File: config.mk
export PLATFORM = sky130hd
export DESIGN_NAME = mr_ifetch_pf
export DESIGN_NICKNAME = d
export VERILOG_FILES = /design/src/rtl/mr_ifetch_pf.sv
export SDC_FILE = /design/constraint.sdc
export NUM_CORES = 1
export LEC_CHECK = 0
export CORE_ASPECT_RATIO = 2
export CORE_MARGIN = 3
export CORE_UTILIZATION = 57
export CTS_CLUSTER_DIAMETER = 40
export DETAILED_ROUTE_END_ITERATION = 10
export PLACE_DENSITY = 0.85
export SLEW_MARGIN = 20
export SYNTH_ARGS = -nofsm -noshare
export SYNTH_HDL_FRONTEND = slang
export SYNTH_SLANG_ARGS = --single-unit
File: constraint.sdc
create_clock -name clk -period 6.2 [get_ports clk]
set_input_delay 0.62 -clock clk [delete_from_list [all_inputs] [get_ports clk]]
set_output_delay 0.62 -clock clk [all_outputs]
set_load 0.01 [all_outputs]
File: src/rtl/mr_ifetch_pf.sv
// Prefetching instruction fetch: pipelined Wishbone B4 reads into a small FIFO
// feeding ID over valid/ready, with redirect flush and tagged bus-error entries.
module mr_ifetch_pf #(
  parameter int              XLEN            = 32,
  parameter logic [XLEN-1:0] RESET_VEC       = '0,
  parameter int              DEPTH           = 4,
  parameter int              MAX_OUTSTANDING = 2
) (
  input  logic            clk,
  input  logic            rst,
  output logic [XLEN-3:0] adr_o,
  output logic            stb_o,
  output logic            cyc_o,
  input  logic            ack_i,
  input  logic            err_i,
  input  logic            stall_i,
  input  logic [XLEN-1:0] dat_i,
  output logic [31:0]     inst,
  output logic [XLEN-1:0] inst_pc,
  output logic            inst_fault,
  output logic            inst_valid,
  input  logic            id_ready,
  input  logic [XLEN-1:0] redir_pc,
  input  logic            redir_valid
);

  localparam int AW = $clog2(DEPTH);
  localparam int PW = AW + 1;
  localparam int CW = PW + 1;
  localparam logic [PW-1:0] MAX_W   = PW'(MAX_OUTSTANDING);
  localparam logic [CW-1:0] DEPTH_W = CW'(DEPTH);

  logic [XLEN-1:0] fetch_pc;
  logic [XLEN-1:0] resp_pc;
  logic [PW-1:0]   wr_ptr;
  logic [PW-1:0]   rd_ptr;
  logic [PW-1:0]   outst;
  logic            halted;
  logic            stb;
  logic            cyc;

  logic [31:0]     mem_inst  [DEPTH];
  logic [XLEN-1:0] mem_pc    [DEPTH];
  logic            mem_fault [DEPTH];

  logic [PW-1:0] count;
  logic [PW-1:0] count_n;
  logic [PW-1:0] outst_n;
  logic [CW-1:0] credit_sum;
  logic          pop;
  logic          accept;
  logic          ack;
  logic          err;
  logic          push;
  logic          credit;
  logic          stb_n;
  logic          unused_redir_lsb;

  assign unused_redir_lsb = &{1'b0, redir_pc[1:0]};

  always_comb begin
    count      = wr_ptr - rd_ptr;
    pop        = (count != '0) && id_ready;
    accept     = stb && !stall_i;
    ack        = ack_i && cyc;
    err        = err_i && cyc;
    push       = ack || err;
    outst_n    = outst + {{(PW-1){1'b0}}, accept} - {{(PW-1){1'b0}}, ack};
    count_n    = count + {{(PW-1){1'b0}}, push} - {{(PW-1){1'b0}}, pop};
    credit_sum = CW'(count_n) + CW'(outst_n);
    // Credit is judged on post-edge occupancy so the FIFO can never overflow.
    credit     = !halted && (outst_n < MAX_W) && (credit_sum < DEPTH_W);
    stb_n      = (stb && stall_i) || credit;
  end

  always_ff @(posedge clk) begin
    if (rst) begin
      fetch_pc <= RESET_VEC;
      resp_pc  <= RESET_VEC;
      wr_ptr   <= '0;
      rd_ptr   <= '0;
      outst    <= '0;
      halted   <= 1'b0;
      stb      <= 1'b0;
      cyc      <= 1'b0;
    end else if (redir_valid) begin
      fetch_pc <= {redir_pc[XLEN-1:2], 2'b00};
      resp_pc  <= {redir_pc[XLEN-1:2], 2'b00};
      rd_ptr   <= wr_ptr;
      outst    <= '0;
      halted   <= 1'b0;
      stb      <= 1'b0;
      cyc      <= 1'b0;
    end else begin
      if (push) begin
        wr_ptr  <= wr_ptr + 1'b1;
        resp_pc <= resp_pc + 32'd4;
      end
      if (pop) rd_ptr <= rd_ptr + 1'b1;
      if (accept) fetch_pc <= fetch_pc + 32'd4;
      if (err) begin
        halted <= 1'b1;
        outst  <= '0;
        stb    <= 1'b0;
        cyc    <= 1'b0;
      end else begin
        outst <= outst_n;
        stb   <= stb_n;
        cyc   <= stb_n || (outst_n != '0);
      end
    end
  end

  always_ff @(posedge clk) begin
    if (!rst && !redir_valid && push) begin
      mem_inst[wr_ptr[AW-1:0]]  <= err ? '0 : dat_i;
      mem_pc[wr_ptr[AW-1:0]]    <= resp_pc;
      mem_fault[wr_ptr[AW-1:0]] <= err;
    end
  end

  assign adr_o      = fetch_pc[XLEN-1:2];
  assign stb_o      = stb;
  assign cyc_o      = cyc;
  assign inst_valid = (count != '0);
  assign inst       = mem_inst[rd_ptr[AW-1:0]];
  assign inst_pc    = mem_pc[rd_ptr[AW-1:0]];
  assign inst_fault = inst_valid && mem_fault[rd_ptr[AW-1:0]];

endmodule

# Yosys cells after proc, flatten, opt, wreduce, memory -nomap -nowiden
# Memories as Yosys holds them, arrays and structs flattened. A register that Yosys moved wholly into a read port is not among the register bits.
# Index checks and enable logic that the tools add are counted.
dict set report word_totals {
  memories 3
  ram_bits 260
  register_bits 76
  in_bits 71
  output_inout_bits 98
  wordCells 66
}
# name depth word_bits read_ports rd_clocked_by_memory_dff write_ports line_no
set memory_table {}
lappend memory_table {mem_inst 4 32 1 1 1 42} ;# logic [31:0] mem_inst [DEPTH];
lappend memory_table {mem_pc 4 32 1 1 1 43} ;# logic [XLEN-1:0] mem_pc [DEPTH];
lappend memory_table {mem_fault 4 1 1 1 1 44} ;# logic mem_fault [DEPTH];
dict set report op_classes {
  reduce_logical 25
  n_mux 15
  magnitude_cmp 2
  n_bitwise 1
  addsub 10
}
# op count
set ops {}
lappend ops {{32-bit two-way mux} 5}
lappend ops {{32-bit by 3-bit adder with 32-bit output (second input constant)} 2}
lappend ops {{2-bit two-way mux} 6}
lappend ops {{1-bit logical AND} 10}
lappend ops {{3-bit by 1-bit adder with 3-bit output} 2}
lappend ops {{3-bit by 1-bit adder with 3-bit output (second input constant)} 2}
lappend ops {{3-bit two-way mux} 2}
lappend ops {{2-bit nonzero test} 3}
lappend ops {{3-bit nonzero test} 2}
lappend ops {{3-bit by 1-bit subtractor with 3-bit output} 2}
lappend ops {{3-bit by 3-bit adder with 4-bit output} 1}
lappend ops {{1-bit logical NOT} 4}
lappend ops {{4-bit by 3-bit < comparator with 1-bit output (second input constant)} 1}
lappend ops {{1-bit logical OR} 3}
lappend ops {{3-bit by 2-bit < comparator with 1-bit output (second input constant)} 1}
lappend ops {{3-bit OR reduction} 1}
lappend ops {{3-bit subtractor} 1}
lappend ops {{1-bit two-way mux} 2}
lappend ops {{2-bit AND reduction} 1}
lappend ops {{2-bit OR reduction} 1}
lappend ops {{1-bit inverter} 1}

# Logic depth before layout (Yosys ltp)
# Gate-level depths: netlist of run 1.
dict set report logic_depth {
  depth_word 9
  depth_mapped 15
  ltp_nobuf 15
}

# Worst setup path after synthesis of run 1
# OpenSTA, ideal clock, no wires.
dict set report synth_path {
  path_kind {register -> register}
  start {register wr_ptr[0]}
  end {register stb (netlist: stb_o)}
  slack_ns 2.692
  arrival_ns 3.444
  n_path_buf 0
  setup_time_ns 0.065
  stages_incl_launch_ff 16
  period_less_slack_ns 3.508
  required_time_ns 6.135
  path_cell_list {dfxtp_1 inv_1 ha_1 fa_1 xnor3_1 a31oi_2 ha_1 inv_1 ha_1 fa_1 xor2_1 xnor2_1 ha_1 nor4_1 a32oi_1 nor2_1}
}
dict set report synth_via {
  elab_chain_len 8
  elab_cells_between_ends 9
  cone_classes {4 x add/sub; 1 x order compare; 4 x reduce/logical}
}
# item line_no
set synth_rtl {}
lappend synth_rtl {{start: declaration} 35} ;# logic [PW-1:0] wr_ptr;
lappend synth_rtl {{start signal: assignment} 96} ;# wr_ptr <= wr_ptr + 1'b1;
lappend synth_rtl {{3-bit subtractor *} 62} ;# count = wr_ptr - rd_ptr;
lappend synth_rtl {{parallel branches: the longest is 2 deep, another holds 3-bit by 1-bit adder with 3-bit output} n/a}
lappend synth_rtl {{3-bit by 1-bit subtractor with 3-bit output *} 69} ;# count_n = count + {{(PW-1){1'b0}}, push} - {{(PW-1){1'b0}}, pop};
lappend synth_rtl {{3-bit by 3-bit adder with 4-bit output *} 70} ;# credit_sum = CW'(count_n) + CW'(outst_n);
lappend synth_rtl {{4-bit by 3-bit < comparator with 1-bit output *} 72} ;# credit = !halted && (outst_n < MAX_W) && (credit_sum < DEPTH_W);
lappend synth_rtl {{1-bit logical AND *} 72}
lappend synth_rtl {{1-bit logical OR *} 73} ;# stb_n = (stb && stall_i) || credit;
lappend synth_rtl {{end signal: assignment} 108} ;# stb <= stb_n;
lappend synth_rtl {{end: declaration} 39} ;# logic stb;
# Every way passes the cells marked *.
# A chain may end at the register's enable or synchronous reset.

# Worst setup path in the final report of run 1
# Same ends and word-level chain as after synthesis.

==> results of run 1 <==
==> kinds of logic (layout without fill, tap and decap cells) <==
kind of cell	after synthesis	count (layout)	share of synthesized area
flops	326	326	0.661
simple gates	233	233	0.102
compound gates	131	131	0.0702
buf+inv	74	255	0.0240
mux	65	65	0.105
xor+xnor	28	28	0.0199
fa+ha+maj	17	17	0.0172
other cells	1	2	0.000274
==> flip-flops by register name, indices dropped and copies added, names as in the netlist, named ones only <==
| name | flops |
|---|---|
| halted | 1 |
| resp_pc | 30 |
| fetch_pc | 30 |
| wr_ptr | 3 |
| mem_inst | 128 |
| mem_fault | 4 |
| stb_o | 1 |
| outst | 3 |
| mem_pc | 120 |
| cyc_o | 1 |
| rd_ptr | 3 |
==> layer usage <==
metal	up-vias	track usage	wire length (microns)
met2	315	0.415	16000
met3	66	0.0212	1310
met5	-	0	0
li1	3779	-	-
met4	0	0.103	1280
met1	4151	0.270	10700
==> worst max-delay path, delay by kind of cell (launching register included) <==
kind	cells	cell delay, ns
xor gates and xnor gates	3	0.57
AOI/OAI and AO/OA	2	0.52
and+or+nand+nor	2	0.46
adders and majority gates	6	1.62
DFF	1	0.44
buffers and inverters	2	0.17
==> synth_stat cells (all sizes together) (17+ instances only) <==
library cell and instances:
a21oi 23, edfxtp 252, inv 29, and3 18, nand4 25, buf 17
nor4 17, and2 39, nand2 28, nand3 21, clkbuf 28, nor2 26
mux4 63, dfxtp 74
==> per-stage QoR <==
| step | utilization | hold WS, ns | power, mW | setup WS, ns | instances |
|---|---|---|---|---|---|
| after CTS | 0.703 | 0.533 | 5.07 | 2.29 | 1340 |
| final | 0.704 | 0.520 | 5.03 | 2.36 | 1340 |
| after global routing | 0.704 | 0.542 | 5.21 | 2.05 | 1340 |
| after global placement | 0.664 | 0.495 | 3.32 | 2.34 | 1288 |
| after floorplan | - | 0.441 | 3.01 | 2.69 | 876 |
| after detailed placement | 0.664 | 0.517 | 3.34 | 2.30 | 1288 |
==> area by class of cell <==
cell class / count / area share
repair buffers: 174 / 0.104
clock buffers: 31 / 0.0445
well taps: 283 / 0.0215
flip-flops and latches: 326 / 0.549
inverters: 29 / 0.00660
multi-input cells: 476 / 0.263
clock inverters: 21 / 0.0112
==> worst paths after layout <==
kind,endpoint,startpoint,cells after the start
setup / recovery,stb_o,wr_ptr[0],15
hold / removal,halted,halted,1
setup reg to reg,stb_o,wr_ptr[0],15
hold reg to reg,halted,halted,1
==> where the power goes <==
| part | internal, mW | switching [mW] |
|---|---|---|
| Combinational | 0.380 | 0.344 |
| Sequential | 2.47 | 0.103 |
| Clock | 0.979 | 0.759 |
==> results.sh, run 1 <==
export IMPL_skew_ns=0.0149
export IMPL_critPathMaxStageDelay_ns=0.44
export IMPL_cts_tree="built"
export IMPL_setup_tns_ns=0
export IMPL_globalplace_congestion=0.864
export IMPL_insertion_delay_ns=0.55
export IMPL_ff_latch_area_sq_um=9050
export IMPL_synth_flop_cell="edfxtp_1"
export IMPL_wl_per_cell_microns=21.9
export IMPL_tightest_slew_ns=1.03
export IMPL_grt_pass1_wl_microns=46000
export IMPL_synth_cells=875
export IMPL_crit_top_cell="ha_1"
export IMPL_grt_pass1_vias=8552
export IMPL_ys_types=74
export IMPL_ctsHtreeMaxLevel=1
export IMPL_path_clk_slew_ns=0.07
export IMPL_yosys_area_top_type="edfxtp_1"
export IMPL_post_cts_buffers=0
export IMPL_final_nets=1123
export IMPL_port_buffers=164
export IMPL_ioPinCount=169
export IMPL_worstPathRequired_ns=6.69
export IMPL_antenna_left=0
export IMPL_multi_input_area_sq_um=4330
export IMPL_die_area_sq_um=26000
export IMPL_fmax_ghz=0.260
export IMPL_synth_edf_count=252
export IMPL_antennaDiodeCount=0
export IMPL_maxSlewHeadroom=0.313
export IMPL_die_w_microns=116
export IMPL_cp_slowest_cell="dfxtp_1"
export IMPL_die_y_microns=225
export IMPL_detailed_place_area_sq_um=15600
export IMPL_r2r_slack_ns=2.36
export IMPL_wl_microns=29300
export IMPL_antenna_found_initial=0
export IMPL_syn_cell_area_sq_um=13700
export IMPL_crit_path_start_kind="register"
export IMPL_syn2layout_area_growth_pct=20.5
export IMPL_synth_seq_cells=326
export IMPL_irDropWorstVdd_mv=0.203
export IMPL_core_sq_um=23400
export IMPL_dp_hpwl_microns=19500
export IMPL_cts_sinks=326
export IMPL_drt_initial_drc_count=601
export IMPL_numCtsBuffers=28
export IMPL_yosys_warnings=0
export IMPL_gr_total_overflow=0
export IMPL_synth_area_leaders="edfxtp_1, dfxtp_1, mux4_2"
export IMPL_fillers=1524
export IMPL_drv_slew=0
export IMPL_synth_seq_area_share=0.661
export IMPL_final_common_cell="edfxtp_1"
export IMPL_cts_resized=0
export IMPL_layout_drive_gt1_share=0.136
export IMPL_mostFrequentLayoutCells="edfxtp_1, clkdlybuf4s50_1, dfxtp_1"
export IMPL_crit_arrival_ns=4.33
export IMPL_grt_setup_unrepaired="false"
export IMPL_vias_per_cell=6.20
export IMPL_cts_buffer_depth=3
export IMPL_finalHoldViolCount=0
export IMPL_synth_avg_cell_area_sq_um=15.6
export IMPL_crit_path_end_kind="register"
export IMPL_ctsRootBufferMaster="clkbuf_16"
export IMPL_path_max_fanout=5
export IMPL_p_per_area_nw_per_um2=305
export IMPL_hold_path_class="register to register"
export IMPL_yosysTopAreaCellShare=0.553
export IMPL_hold_buffers=0
export IMPL_drt_pass1_iter_count=5
export IMPL_maxCapViolCount=0
export IMPL_track_usage=0.228
export IMPL_drc=0
export IMPL_setup_viol=0
export IMPL_period_minus_slack_ns=3.84
export IMPL_status="completed"
export IMPL_num_vias=8311
export IMPL_path_cells="inv_1, ha_1, fa_1, xnor3_1, a31oi_2, ha_1, inv_1, ha_1, fa_1, xor2_1, xnor2_1, ha_1, nor4_1, a32oi_1, nor2_1"
export IMPL_postLayoutCellArea_sq_um=16500
export IMPL_p_leak_nw=5.42
export IMPL_initial_utilization=0.584
export IMPL_grt_max_degree=55
export IMPL_path_class="register to register"
export IMPL_placement_rows=79
export IMPL_fin_crit_sh=0.619
export IMPL_ys_async_sr_fraction=0
Note: power is estimated with default switching activity, not from simulation.
==> run 2: changes to the inputs <==
--- a/config.mk
+++ b/config.mk
@@ -7,10 +7,10 @@
 export LEC_CHECK = 0
 export CORE_ASPECT_RATIO = 2
 export CORE_MARGIN = 3
-export CORE_UTILIZATION = 57
+export CORE_UTILIZATION = 56
 export CTS_CLUSTER_DIAMETER = 40
 export DETAILED_ROUTE_END_ITERATION = 10
-export PLACE_DENSITY = 0.85
+export PLACE_DENSITY = 0.83
 export SLEW_MARGIN = 20
 export SYNTH_ARGS = -nofsm -noshare
 export SYNTH_HDL_FRONTEND = slang
==> constraint.sdc (replaced) <==
create_clock -name clk -period 3.73 [get_ports clk]
set_input_delay 0.373 -clock clk [delete_from_list [all_inputs] [get_ports clk]]
set_output_delay 0.373 -clock clk [all_outputs]
set_load 0.01 [all_outputs]
==> results.sh, run 2 (synthesis results as in run 1) <==
export IMPL_antennaDiodeCount=0
export IMPL_status="completed"
export IMPL_wl_microns=28800
export IMPL_antenna_left=0
export IMPL_die_area_sq_um=26500
export IMPL_p_sw_frac=0.237
export IMPL_skew_ns=0.0133
export IMPL_dp_slack_ns=0.153
export IMPL_irDropWorstVdd_mv=0.312
export IMPL_setup_tns_ns=0
export IMPL_finalHoldViolCount=0
export IMPL_pwr_share_clk=0.344
export IMPL_num_vias=8394
export IMPL_setup_viol=0
export IMPL_dp_hpwl_microns=19100
export IMPL_fmax_ghz=0.284
export IMPL_vias_per_cell=6.22
export IMPL_ctsHtreeMaxLevel=1
export IMPL_post_place_cells=1301
export IMPL_grt_setup_unrepaired="false"
export IMPL_tightest_slew_ns=0.674
export IMPL_hold_slack_ns=0.457
export IMPL_mostFrequentLayoutCells="edfxtp_1, clkdlybuf4s50_1, dfxtp_1"
export IMPL_grt_pass1_wl_microns=45100
export IMPL_crit_arrival_ns=3.99
export IMPL_grt_pass1_vias=8662
export IMPL_p_seq_frac=0.504
export IMPL_p_leak_nw=5.46
export IMPL_final_nets=1131
export IMPL_path_class="register to register"
export IMPL_layout_drive_gt1_share=0.140
export IMPL_syn2layout_area_growth_pct=21.4
export IMPL_initial_utilization=0.572
export IMPL_final_common_cell="edfxtp_1"
export IMPL_grt_max_degree=64
export IMPL_globalplace_congestion=0.875
export IMPL_path_clk_slew_ns=0.07
export IMPL_pwr_share_comb=0.152
export IMPL_cts_sinks=326
export IMPL_path_delay_family="adder cells"
export IMPL_drt_pass1_iter_count=5
export IMPL_cts_tree="built"
export IMPL_antenna_found_initial=0
export IMPL_gr_total_overflow=0
export IMPL_placement_rows=80
export IMPL_critical_path_buf_inv_count=2
export IMPL_drc=0
export IMPL_p_per_area_nw_per_um2=506
export IMPL_fin_crit_sh=0.943
export IMPL_port_buffers=164
export IMPL_worstPathRequired_ns=4.20
export IMPL_maxCapViolCount=0
export IMPL_ctsRootBufferMaster="clkbuf_16"
export IMPL_drv_slew=0
export IMPL_crit_top_cell="ha_1"
export IMPL_cp_slowest_cell="fa_1"
export IMPL_drt_initial_drc_count=585
export IMPL_finish_utilization=0.694
export IMPL_period_minus_slack_ns=3.52
export IMPL_crit_path_start_kind="register"
export IMPL_insertion_delay_ns=0.54
export IMPL_crit_path_end_kind="register"
export IMPL_numCtsBuffers=27
export IMPL_cts_buffer_depth=3
export IMPL_hold_path_class="input port to register"
export IMPL_ioPinCount=169
export IMPL_maxSlewHeadroom=0.549
export IMPL_die_y_microns=227
export IMPL_path_max_fanout=4
export IMPL_worst_slack_ns=0.212
export IMPL_wl_per_cell_microns=21.3
export IMPL_post_cts_buffers=0
export IMPL_die_w_microns=117
export IMPL_core_sq_um=23900
export IMPL_critPathMaxStageDelay_ns=0.62
export IMPL_power_internal_mw=6.41
export IMPL_fin_cells=1350
export IMPL_path_cells="inv_1, ha_1, fa_1, a31oi_2, ha_1, inv_1, ha_1, fa_1, xor2_1, xnor2_1, ha_1, nor4_2, a32oi_1, nor2_1"
export IMPL_track_usage=0.219
export IMPL_largest_register_ffs=128
export IMPL_switchingPower_mw=1.99
==> run 2: path summary, 6_finish.rpt <==
| kind | startpoint | endpoint | slack (ns) | depth (start not counted) |
|---|---|---|---|---|
| worst max register to register | wr_ptr[0] | stb_o | 0.21 | 14 |
| worst max-delay path | wr_ptr[0] | stb_o | 0.21 | 14 |
| worst min register to register | halted | halted | 0.51 | 1 |
| worst min-delay path | redir_pc[23] | resp_pc[23] | 0.46 | 3 |
==> run 2: power groups by stage <==
stage / logic [mW] / registers [mW] / clock network (mW)
floorplan: 0.727 / 4.28 / 0
global placement: 1.23 / 4.30 / 0
detailed placement: 1.27 / 4.31 / 0
CTS: 1.28 / 4.23 / 2.94
global route: 1.39 / 4.25 / 3.05
finish: 1.27 / 4.24 / 2.89
==> run 2: layout make-up <==
| type | instances | area [sq um] |
|---|---|---|
| clock buffers | 35 | 757 |
| clock inverters | 14 | 160 |
| fillers | 1556 | 7310 |
| inverters | 29 | 109 |
| multi-input cells | 476 | 4330 |
| flip-flops and latches | 326 | 9050 |
| well taps | 287 | 359 |
| repair buffers | 183 | 1850 |
==> run 2: per-stage QoR <==
step | total power, mW | instance area (sq um)
after detailed placement | 5.58 | 15700
after global placement | 5.54 | 15700
after global routing | 8.69 | 16600
after CTS | 8.46 | 16600
after floorplan | 5.01 | 13700
final | 8.40 | 16600
==> run 2: metal layers <==
| layer | part of all wire | vias up | track usage |
|---|---|---|---|
| met5 | 0 | - | 0 |
| met1 | 0.36 | 4175 | 0.253 |
| li1 | - | 3815 | - |
| met2 | 0.53 | 301 | 0.388 |
| met4 | 0.061 | 0 | 0.130 |
| met3 | 0.046 | 103 | 0.0226 |
==> run 2: repair_timing <==
item	in CTS	in global routing
setup endpoints to repair	0	2
hold buffers	0	0
gates resized for setup	0	2
==> run 2: tightest hold or removal path: cells and delay by family <==
kind                   cells  cell delay, ns
buffers and inverters      2            0.51
AO/OA/AOI/OAI              1            0.06
==> run 3: changes to the inputs <==
--- a/config.mk
+++ b/config.mk
@@ -5,6 +5,7 @@
 export SDC_FILE = /design/constraint.sdc
 export NUM_CORES = 1
 export LEC_CHECK = 0
+export ABC_AREA = 1
 export CORE_ASPECT_RATIO = 2
 export CORE_MARGIN = 3
 export CORE_UTILIZATION = 56
==> results.sh, run 3 <==
export IMPL_synth_simple_gate_area_frac=0.171
export IMPL_cts_tree="built"
export IMPL_maxSlewHeadroom=0.377
export IMPL_p_leak_nw=6.33
export IMPL_num_vias=11300
export IMPL_synth_commonest_cells="edfxtp_1, nand2_1, nor2_1"
export IMPL_yosysTopAreaCellShare=0.522
export IMPL_detailed_place_area_sq_um=16500
export IMPL_crit_path_start_kind="register"
export IMPL_track_usage=0.253
export IMPL_globalplace_congestion=1.00
export IMPL_fmax_ghz=0.282
export IMPL_die_w_microns=120
export IMPL_status="completed"
export IMPL_p_per_area_nw_per_um2=512
export IMPL_synth_edf_count=252
export IMPL_layout_drive_gt1_share=0.0719
export IMPL_crit_end="stb_o"
export IMPL_yosys_warnings=0
export IMPL_setup_viol=0
export IMPL_vias_per_cell=5.68
export IMPL_r2r_slack_ns=0.19
export IMPL_gr_total_overflow=0
export IMPL_synth_compound_area_frac=0.123
export IMPL_grt_pass1_wl_microns=55600
export IMPL_largest_register_ffs=128
export IMPL_synth_most_common_cell="edfxtp_1"
export IMPL_yosys_area_top_type="edfxtp_1"
export IMPL_tightest_slew_ns=0.934
export IMPL_die_area_sq_um=28000
export IMPL_initial_utilization=0.575
export IMPL_path_clk_slew_ns=0.07
export IMPL_skew_ns=0.0234
export IMPL_path_max_fanout=5
export IMPL_hold_path_class="input port to register"
export IMPL_finish_utilization=0.693
export IMPL_synth_seq_area_share=0.624
export IMPL_wl_per_cell_microns=18.0
export IMPL_synth_cells=1482
export IMPL_syn_cell_area_sq_um=14500
export IMPL_final_common_cell="edfxtp_1"
export IMPL_postLayoutCellArea_sq_um=17500
export IMPL_port_buffers=164
export IMPL_worstPathRequired_ns=4.21
export IMPL_grt_pass1_vias=11400
export IMPL_antennaDiodeCount=0
export IMPL_grt_setup_unrepaired="false"
export IMPL_synthAdderAreaFrac=0.0162
export IMPL_drc=0
export IMPL_grt_max_degree=83
export IMPL_synth_avg_cell_area_sq_um=9.79
export IMPL_cts_buffer_depth=3
export IMPL_ys_async_sr_fraction=0
export IMPL_syn2layout_area_growth_pct=20.5
export IMPL_ys_types=41
export IMPL_mostFrequentLayoutCells="edfxtp_1, nand2_1, nor2_1"
export IMPL_fin_crit_sh=0.949
export IMPL_hold_buffers=0
export IMPL_ctsHtreeMaxLevel=1
export IMPL_ctsRootBufferMaster="clkbuf_16"
export IMPL_irDropWorstVdd_mv=0.427
export IMPL_r2r_start="wr_ptr[0]"
export IMPL_dp_hpwl_microns=23700
export IMPL_synth_flop_cell="edfxtp_1"
export IMPL_period_minus_slack_ns=3.54
export IMPL_synth_top_family_by_area="simple AND/OR/NAND/NOR gates"
export IMPL_antenna_left=0
export IMPL_synth_mux_area_frac=0
export IMPL_placement_rows=82
export IMPL_rr_worst_depth=18
export IMPL_path_class="register to register"
export IMPL_finalHoldViolCount=0
export IMPL_core_sq_um=25200
export IMPL_crit_path_end_kind="register"
export IMPL_ioPinCount=169
export IMPL_numCtsBuffers=28
export IMPL_cts_sinks=326
export IMPL_insertion_delay_ns=0.56
export IMPL_antenna_found_initial=0
export IMPL_synth_area_leaders="edfxtp_1, dfxtp_1, nand2_1"
export IMPL_synth_seq_cells=326
export IMPL_wl_microns=35800
export IMPL_drv_slew=0
export IMPL_maxCapViolCount=0
export IMPL_drt_pass1_iter_count=5
export IMPL_regToRegEndpoint="stb_o"
export IMPL_cp_startpoint="wr_ptr[0]"
export IMPL_die_y_microns=234
export IMPL_synthXorXnorAreaFrac=0.00905
export IMPL_final_nets=1720
export IMPL_crit_arrival_ns=4.02
export IMPL_drt_initial_drc_count=930
==> run 3: changes by cell type after synthesis, moves of 32 or more <==
cell     change
o21ai_0    +163
a21oi_1     +32
o22ai_1     +67
inv_1      +112
mux4_2      -63
nand2_1    +222
nor2_1     +207
and2_1      -37
==> run 3: what timing repair did <==
item	CTS	global route
setup endpoints to repair	0	2
setup buffers	0	2
hold endpoints to repair	0	0
resized for setup	0	3
==> run 3: per-layer routing <==
| layer | vias to the layer above | global-route usage | wire, microns |
|---|---|---|---|
| li1 | 5353 | - | - |
| met1 | 5274 | 0.262 | 12100 |
| met2 | 524 | 0.468 | 19000 |
| met3 | 150 | 0.0264 | 2060 |
| met4 | 0 | 0.181 | 2580 |
| met5 | - | 0 | 0 |
==> run 3: power by group <==
part | internal (mW) | total [mW] | switching (mW)
logic | 0.741 | 1.70 | 0.959
registers | 4.10 | 4.26 | 0.154
clock network | 1.70 | 3.00 | 1.30
total | 6.54 | 8.95 | 2.41
==> run 3: worst max-delay path: stages (launching register included) <==
cell	delay, ns
dfxtp_2	0.35
inv_1	0.10
ha_1	0.24
fa_2	0.55
nand2_1	0.06
nand3b_1	0.22
nand2_2	0.14
inv_1	0.05
ha_1	0.27
inv_1	0.04
ha_1	0.18
fa_1	0.38
xor2_1	0.18
ha_1	0.28
inv_1	0.05
nand4_1	0.12
inv_1	0.07
nand2_1	0.05
a21oi_1	0.13
==> run 3: logic make-up (layout without fill, tap and decap cells) <==
logic type | count (synthesis) | count (layout)
xor+xnor | 15 | 15
buf+inv | 210 | 381
other cells | 1 | 2
fa+ha+maj | 17 | 17
compound gates | 327 | 327
simple gates | 586 | 586
flops | 326 | 326
==> run 3: final cells by class <==
cell class / instances / area, sq um
Multi-Input combinational cell: 947 / 4670
Timing Repair Buffer: 183 / 1820
Inverter: 146 / 552
Fill cell: 1892 / 7760
Clock buffer: 36 / 772
Sequential cell: 326 / 9050
Clock inverter: 16 / 196
Tap cell: 336 / 420
==> run 3: how the worst min path moves through the flow <==
stage / endpoint / cells after the start / from / slack [ns]
2_1_floorplan: halted / 2 / halted / 0.44
6_report: wr_ptr[0] / 4 / redir_valid / 0.30
5_1_grt: wr_ptr[0] / 4 / redir_valid / 0.32
4_1_cts: wr_ptr[0] / 4 / redir_valid / 0.28
3_3_place_gp: halted / 2 / halted / 0.46
3_5_place_dp: halted / 2 / halted / 0.47
==> run 3: through the flow <==
stage | power (mW) | cells | setup WS (ns) | hold WS (ns) | TNS, ns
floorplan | 5.21 | 1483 | -0.399 | 0.443 | -100.58
global placement | 5.95 | 1936 | 0.239 | 0.464 | 0
detailed placement | 6.01 | 1936 | 0.106 | 0.470 | 0
CTS | 8.98 | 1988 | 0.0604 | 0.282 | 0
global route | 9.32 | 1990 | 0.000392 | 0.323 | 0
finish | 8.95 | 1990 | 0.190 | 0.301 | 0
